**config.mk**
```make
export PLATFORM = sky130hd
export DESIGN_NAME = boreal_actuator_slew
export DESIGN_NICKNAME = d
export VERILOG_FILES = /design/src/rtl/boreal_act_pkg.sv /design/src/rtl/boreal_tick_gen.sv /design/src/rtl/boreal_actuator_slew.sv
export SDC_FILE = /design/constraint.sdc
export NUM_CORES = 1
export LEC_CHECK = 0
export ABC_AREA = 1
export ABC_CLOCK_PERIOD_IN_PS = 8950
export BUFFER_PORTS_ARGS = -buffer_cell sky130_fd_sc_hd__buf_2
export CAP_MARGIN = 15
export CORE_ASPECT_RATIO = 0.5
export CORE_MARGIN = 2
export CORE_UTILIZATION = 50
export DETAILED_ROUTE_END_ITERATION = 12
export PLACE_DENSITY = 0.68
export SLEW_MARGIN = 20
export SYNTH_ARGS = -nofsm -noshare
export SYNTH_HDL_FRONTEND = slang
export SYNTH_HIERARCHICAL = 1
export SYNTH_SLANG_ARGS = --single-unit
```
**constraint.sdc**
```tcl
create_clock -name clk -period 8.95 [get_ports clk]
set_clock_uncertainty 0.15 [all_clocks]
set_input_delay 1.79 -clock clk [delete_from_list [all_inputs] [get_ports clk]]
set_output_delay 1.79 -clock clk [all_outputs]
set_load 0.05 [all_outputs]
```
**src/rtl/boreal_act_pkg.sv**
```systemverilog
// boreal_act_pkg: shared state encoding and action codes for the actuator slew limiter
package boreal_act_pkg;
  typedef enum logic [2:0] {IDLE, RAMP, HOLD, REVERSE, BRAKE} state_t;
  localparam logic [7:0] ACT_COAST     = 8'd0;
  localparam logic [7:0] ACT_BRAKE     = 8'd1;
  localparam logic [7:0] ACT_DRIVE_MIN = 8'd2;
endpackage

```
**src/rtl/boreal_tick_gen.sv**
```systemverilog
// boreal_tick_gen: free-running divider, tick is high for one cycle as the counter wraps
module boreal_tick_gen #(
  parameter int DIV = 4
) (
  input  logic clk,
  input  logic rst_n,
  output logic tick
);
  localparam int W = $clog2(DIV);
  localparam logic [W-1:0] LAST = W'(DIV - 1);
  logic [W-1:0] cnt;
  assign tick = cnt == LAST;
  // counter runs 0..DIV-1 in every state, only rst_n restarts it
  always_ff @(posedge clk or negedge rst_n)
    if (!rst_n) cnt <= '0;
    else cnt <= tick ? '0 : cnt + 1'b1;
endmodule

```
**src/rtl/boreal_actuator_slew.sv**
```systemverilog
// boreal_actuator_slew: rate-limits watchdog actuator commands and presents them on a valid/ready channel
module boreal_actuator_slew
  import boreal_act_pkg::*;
#(
  parameter int          CLK_FREQ = 100_000_000,
  parameter int          TICK_HZ  = 1_000,
  parameter logic [15:0] STEP     = 16'd64
) (
  input  logic        clk,
  input  logic        rst_n,
  input  logic [7:0]  hw_act,
  input  logic [15:0] hw_val,
  input  logic        safe_state,
  output logic [7:0]  cmd_act,
  output logic [15:0] cmd_val,
  output logic        cmd_valid,
  input  logic        cmd_ready,
  output logic        brake_o,
  output logic        at_target
);
  localparam int TICK_DIV = CLK_FREQ / TICK_HZ;
  state_t      state;
  logic [7:0]  tgt_act, cur_act;
  logic [15:0] tgt_val, cur_val, step_amt, ramp_nxt, rev_nxt;
  logic [16:0] diff;
  logic        tgt_safe, tick, brake_req, drive, up;
  boreal_tick_gen #(.DIV(TICK_DIV)) u_tick (.clk(clk), .rst_n(rst_n), .tick(tick));
  assign brake_req = tgt_safe | (tgt_act == ACT_BRAKE);
  assign drive     = tgt_act >= ACT_DRIVE_MIN;
  assign at_target = state == HOLD;
  // step is clamped to the remaining distance so the ramp lands exactly on target without wrapping
  always_comb begin
    up       = tgt_val >= cur_val;
    diff     = up ? {1'b0, tgt_val} - {1'b0, cur_val} : {1'b0, cur_val} - {1'b0, tgt_val};
    step_amt = diff > {1'b0, STEP} ? STEP : diff[15:0];
    ramp_nxt = up ? cur_val + step_amt : cur_val - step_amt;
    rev_nxt  = cur_val > STEP ? cur_val - STEP : '0;
  end
  // all decisions work from a registered copy of the watchdog outputs
  always_ff @(posedge clk or negedge rst_n)
    if (!rst_n) begin
      tgt_act  <= '0;
      tgt_val  <= '0;
      tgt_safe <= 1'b0;
    end else begin
      tgt_act  <= hw_act;
      tgt_val  <= hw_val;
      tgt_safe <= safe_state;
    end
  // slew state machine; brake preempts everything and ignores any coincident tick
  always_ff @(posedge clk or negedge rst_n)
    if (!rst_n) begin
      state   <= IDLE;
      cur_act <= ACT_COAST;
      cur_val <= '0;
      brake_o <= 1'b0;
    end else if (state == BRAKE) begin
      if (brake_req) cur_val <= tgt_val;
      else begin
        state   <= IDLE;
        cur_act <= ACT_COAST;
        cur_val <= '0;
        brake_o <= 1'b0;
      end
    end else if (brake_req) begin
      state   <= BRAKE;
      cur_act <= ACT_BRAKE;
      cur_val <= tgt_val;
      brake_o <= 1'b1;
    end else begin
      case (state)
        IDLE:
          if (drive) begin
            state   <= RAMP;
            cur_act <= tgt_act;
          end
        RAMP:
          if (tgt_act != cur_act) begin
            state <= REVERSE;
            if (tick) cur_val <= rev_nxt;
          end else if (cur_val == tgt_val) state <= HOLD;
          else if (tick) cur_val <= ramp_nxt;
        HOLD:
          if (tgt_act != cur_act) state <= REVERSE;
          else if (tgt_val != cur_val) state <= RAMP;
        REVERSE:
          if (cur_val == '0) begin
            cur_act <= drive ? tgt_act : ACT_COAST;
            state   <= drive ? RAMP : IDLE;
          end else if (tick) cur_val <= rev_nxt;
        default: state <= IDLE;
      endcase
    end
  // cmd_act/cmd_val double as the last accepted pair once valid drops, so new loads coalesce to the latest value
  always_ff @(posedge clk or negedge rst_n)
    if (!rst_n) begin
      cmd_valid <= 1'b0;
      cmd_act   <= '0;
      cmd_val   <= '0;
    end else if (cmd_valid) begin
      if (cmd_ready) cmd_valid <= 1'b0;
    end else if (cur_act != cmd_act || cur_val != cmd_val) begin
      cmd_valid <= 1'b1;
      cmd_act   <= cur_act;
      cmd_val   <= cur_val;
    end
endmodule

```
# == Yosys cells after proc, flatten, opt, wreduce, memory -nomap -nowiden ==
# Index checks and enable logic that the tools add are counted.
# totals
register_bits,95
input_bits,28
output_inout_bits,27
word_cells,91
# op_classes
add_sub_neg,6
magnitude_cmp,4
n_eq_ne,19
mux,38
n_bitwise,2
reduce_logical,11
# ops
cell,n
16-bit 2-to-1 mux,11
8-bit 2-to-1 mux,6
17-bit 2-to-1 mux,2
16-bit by 16-bit subtractor with 17-bit output,2
16-bit inequality test,2
16-bit case mux with 2 select lines,1
3-bit 2-to-1 mux,9
17-bit by 1-bit adder with 17-bit output (second input constant),1
17-bit equality test (second input constant),1
17-bit by 7-bit > comparator with 1-bit output (second input constant),1
16-bit adder,1
16-bit equality test,1
16-bit >= comparator,1
16-bit by 7-bit > comparator with 1-bit output (second input constant),1
16-bit zero test,1
8-bit inequality test,2
8-bit case mux with 2 select lines,1
16-bit subtractor,1
16-bit by 7-bit subtractor with 16-bit output (second input constant),1
4-bit inequality test (second input constant),3
3-bit case mux with 4 select lines,1
5-bit inequality test (second input constant),2
8-bit by 1-bit equality test with 1-bit output (second input constant),1
8-bit by 2-bit >= comparator with 1-bit output (second input constant),1
16 further kinds,26

# == Longest topological paths before layout ==
# depth
ltp_word,12
mapped_depth,43
depth_no_buf,41

# == By module ==
# The synthesis kept the hierarchy.
# modules_own_cells
module,instances,cells_per_inst,area_per_inst_um2,seq_area_each_um2
boreal_actuator_slew,1,1042,7011.7,1951.9
boreal_tick_gen,1,143,1018.5,425.4

# == Worst setup path before layout ==
# Ideal clock, no wire load.
# synth_timing
path_type,register to register
startpoint,register cur_val[0]
endpoint,register cur_val[14]
setup_ns,0.119
t_arrival_ns,4.468
required_time_ns,8.681
path_slack_ns,4.213
stages_incl_launch_ff,34
path_buffers,0
synth_period_minus_slack_ns,4.737
path_cell_list,dfrtp_1 -> inv_1 -> ha_1 -> inv_1 -> fa_1 -> nand3_1 -> nand3_1 -> nand2_1 -> nand2_1 -> xor2_1 -> o21ai_0 -> nand3_1 -> nor2_2 -> nand2_2 -> nor2_1 -> inv_1 -> ha_1 -> nor2_1 -> xor2_1 -> ha_1 -> a21oi_1 -> o21ai_0 -> nand2_1 -> o211ai_1 -> nand2_1 -> o21ai_0 -> nand2_1 -> nand2_1 -> a21oi_1 -> o21bai_1 -> a21oi_1 -> o21ai_0 -> nand3_1 -> o21a_1
# synth_via
elab_chain_len,12
word_cells_on_any_way,25
classes_between,add/sub: 5; order compare: 3; eq/ne: 3; mux: 12; reduce/logical: 2
# synth_lines
item,line,source
from (decl),boreal_actuator_slew.sv:24,"logic [15:0] tgt_val, cur_val, step_amt, ramp_nxt, rev_nxt;"
from (signal assigned),boreal_actuator_slew.sv:58,if (brake_req) cur_val <= tgt_val;
from (signal assigned),boreal_actuator_slew.sv:68,cur_val <= tgt_val;
from (signal assigned),boreal_actuator_slew.sv:80,if (tick) cur_val <= rev_nxt;
16-bit by 16-bit subtractor with 17-bit output or 16-bit >= comparator (tied branches),"boreal_actuator_slew.sv:34, boreal_actuator_slew.sv:33",
17-bit 2-to-1 mux,boreal_actuator_slew.sv:34,"diff = up ? {1'b0, tgt_val} - {1'b0, cur_val} : {1'b0, cur_val} - {1'b0, tgt_val};"
17-bit by 7-bit > comparator with 1-bit output,boreal_actuator_slew.sv:35,"step_amt = diff > {1'b0, STEP} ? STEP : diff[15:0];"
16-bit 2-to-1 mux,boreal_actuator_slew.sv:35,
16-bit subtractor or 16-bit adder (tied branches),boreal_actuator_slew.sv:36,ramp_nxt = up ? cur_val + step_amt : cur_val - step_amt;
16-bit 2-to-1 mux,boreal_actuator_slew.sv:36,
16-bit 2-to-1 mux,boreal_actuator_slew.sv:82,else if (tick) cur_val <= ramp_nxt;
16-bit 2-to-1 mux,boreal_actuator_slew.sv:81,end else if (cur_val == tgt_val) state <= HOLD;
16-bit 2-to-1 mux,boreal_actuator_slew.sv:78,if (tgt_act != cur_act) begin
16-bit case mux with 2 select lines,boreal_actuator_slew.sv:71,case (state)
16-bit 2-to-1 mux,boreal_actuator_slew.sv:65,end else if (brake_req) begin
16-bit 2-to-1 mux,boreal_actuator_slew.sv:57,end else if (state == BRAKE) begin
# Parallel ways exist; a longest one is shown, timed or not. The select of a mux whose other input is x is not followed.
# A chain may end at the register's enable or synchronous reset.

# == Final worst setup path ==
# layout_timing
startpoint,register cur_val[8]
endpoint,register cur_val[14]
# The elaborated chain is that of the path after synthesis.

==> metrics.txt <==
status=completed; share of layout cells above drive strength 1=0.104; post-synth top area share=0.296; First DRT Iteration DRCs=between 600 and 700; Core ar.=around 0.016 mm2; buffer count from post-CTS setup fixing=0; Rows=32; fin cells=around 1,400; Worst Path Required=9040 ps; synthesized flop and latch total=95; nets@finish=roughly 1,300; Vias=a little under 8,000; RSZ-0062 raised after global routing=false; Initial Util=0.517; P_leak=roughly 4.7 nW; final setup fails=0; ANT nets after route=0; clk sinks=95; Crit. End Element=flop; FFs w/ async S/R, synth=1.00; crit-path max cell delay=780 ps; Die Wd=between 150 and 200 um; Cell Pwr Density=approximately 370 mW/mm2; Synth Area in Compound Gates=0.113; Vias/cell=approximately 5.4; Unique masters post-synth=53; average routed wire per standard cell=around 15 um; Commonest cells post-synth=nand2_1, inv_1, dfrtp_1; Tmin final=~6300 ps; # hold bufs at CTS=0; adder-cell area share of the yosys netlist=0.0978; Post-synth EDFFs=0; Rel. slew slack=0.337; Hold Path Class=reg2reg; xor and xnor fraction of the mapped netlist area=0.0633; Synth area leaders=dfrtp_1, nand2_1, inv_1, ha_1, nand3_1; Setup TNS=0 ps; Final period util=0.699; vias in the first global route=a little over 7,000; die extent in y=about 94 um; CP Buf/Inv Count=3; Critical Path AT=6350 ps; Hold Vio Cnt, Final=0; Cell Area, Synth=0.00803 mm2; gr usage total=0.266; fill count=1,548; dpl cells=between 1,000 and 1,500; placed cell area=~0.0084 mm2; post-CTS sizing=0; Clk pin slew, worst setup/hold paths=about 70 ps; area growth from synthesis to final layout=8.94%; hold_ws=between 300 and 400 ps; maximum vdd drop=~0.15 mV; most frequent cell after synthesis=nand2_1; clock buffer depth=2; critical path's most frequent cell=nand2_1; CTS Buf Count=9; RePlAce Congestion=roughly 0.95; htree depth=3; Clk Latency, worst-skew pair=about 350 ps; critical path type=reg2reg; Worst path slowest cell=a21oi_2; Final Instance Area=between 0.008 and 0.009 mm2; DP HPWL=~18 mm; max-cap check violation count=0; Root Driver=clkbuf_16; Ports=55; Max Transition Viols Final=0; Total Wirelength=~22 mm; CTS tree=built; Mapped Cells=1,185; CP Launch Type=flop; combinational family with the most area after synthesis=simple AND/OR/NAND/NOR gates; initial antenna violation count=0; total gr overflow=0; IO Port Bufs=54; # diodes=0; Pre-antenna DRT Iters=5; register area share after synthesis=0.296; Net Count, Synth=between 1,000 and 1,500; Slew @ Worst Pin=just under 1000 ps; mux share of post-synthesis cell area=0; Max Fclk=between 0.15 and 0.2 GHz; critical path peak fanout=20; global-route wire length before repair=roughly 36 mm; Top FF cell, synth=dfrtp_1; Synth Area in Simple Gates=0.315; Largest delay share family, worst path=compound AO/OA/AOI/OAI gates; die area=between 0.015 and 0.02 mm2; largest net degree at the start of global routing=58; Syn Area/Cell=slightly below 7 um2; total of warnings raised by yosys=6; post-synth top area cell=dfrtp_1; Post-route DRC=0
[metal layers]
layer,vias up,track usage,routed length [um]
met3,22,0.0471,1430
met4,0,0.0467,192
met2,224,0.406,9210
met5,-,0,0
li1,3847,-,-
met1,3622,0.397,11100
[cells by family (layout without fill, tap and decap cells)]
group / after synthesis / count (layout)
adder cells (fa/ha/maj): 61 / 61
XOR/XNOR: 58 / 58
AND/OR/NAND/NOR: 585 / 585
flip-flops: 95 / 95
AO/OA/AOI/OAI: 159 / 159
buffers and inverters: 227 / 280
[placed cells by master, fill, tap and decap left out, types with 3 or more instances in the layout]
cell type  count
inv_2          3
fa_1           3
nor2_2        17
nand3_1       77
o22ai_1        4
nor3_1        17
a211oi_1       5
or2_2          8
nand2_2       12
a221oi_1       3
o211ai_1       4
a31oi_1        3
xnor2_1       34
xor2_1        24
nor2_1        76
dfrtp_1       95
a21oi_1       54
inv_1        199
o21ai_1        4
nand2_1      340
o21bai_1       3
nor4_1         4
ha_1          58
clkbuf_16      9
nand3_2        3
inv_6          3
buf_2         53
nand4_1       24
o21ai_0       62
buf_4          6
[per-stage QoR]
step                      worst slack, ps  power [W]   util
final                                2690    0.00327  0.563
after global routing                 2110    0.00357  0.563
after CTS                            2730    0.00324  0.563
after detailed placement             2780    0.00284  0.544
after global placement               3050    0.00283  0.544
after floorplan                      4210    0.00236      -
[cell type report]
type	count	area [um2]	area share
tap	204	255	0.0292
timing repair buffer	59	310	0.0355
sequential	95	2380	0.272
clock buffer	10	239	0.0273
inverter	205	771	0.0881
clock inverter	6	60.1	0.00686
multi-input combinational	863	4740	0.541
[power by group]
part           leakage [nW]  switching [W]  internal [W]  total [W]
Combinational          3.34        0.00146      0.000697    0.00216
Sequential             1.18       0.000169      0.000551   0.000720
Clock                 0.147       0.000184      0.000203   0.000386
Total                  4.67        0.00182       0.00145    0.00327
[path summary, 6_finish.rpt]
| path | from | end | slack [ps] | cells after the start |
|---|---|---|---|---|
| worst max register to register | cur_val[8] | cur_val[14] | 2690 | 33 |
| worst min register to register | u_tick/cnt[0] | u_tick/cnt[0] | 370 | 1 |
| max in group asynchronous | rst_n | cur_val[13] | 6280 | 2 |
| worst min-delay path | u_tick/cnt[0] | u_tick/cnt[0] | 370 | 1 |
| min in group asynchronous | rst_n | u_tick/cnt[16] | 1250 | 1 |
| worst max-delay path | cur_val[8] | cur_val[14] | 2690 | 33 |
[sequential cells by signal, indices dropped and copies added, names as in the netlist]
register / flops
state: 3
cur_val: 16
tgt_safe: 1
u_tick/cnt: 17
tgt_val: 16
brake_o: 1
cmd_act: 8
cmd_valid: 1
tgt_act: 8
cur_act: 8
cmd_val: 16
No activity file was read; power rests on OpenSTA's default activity.
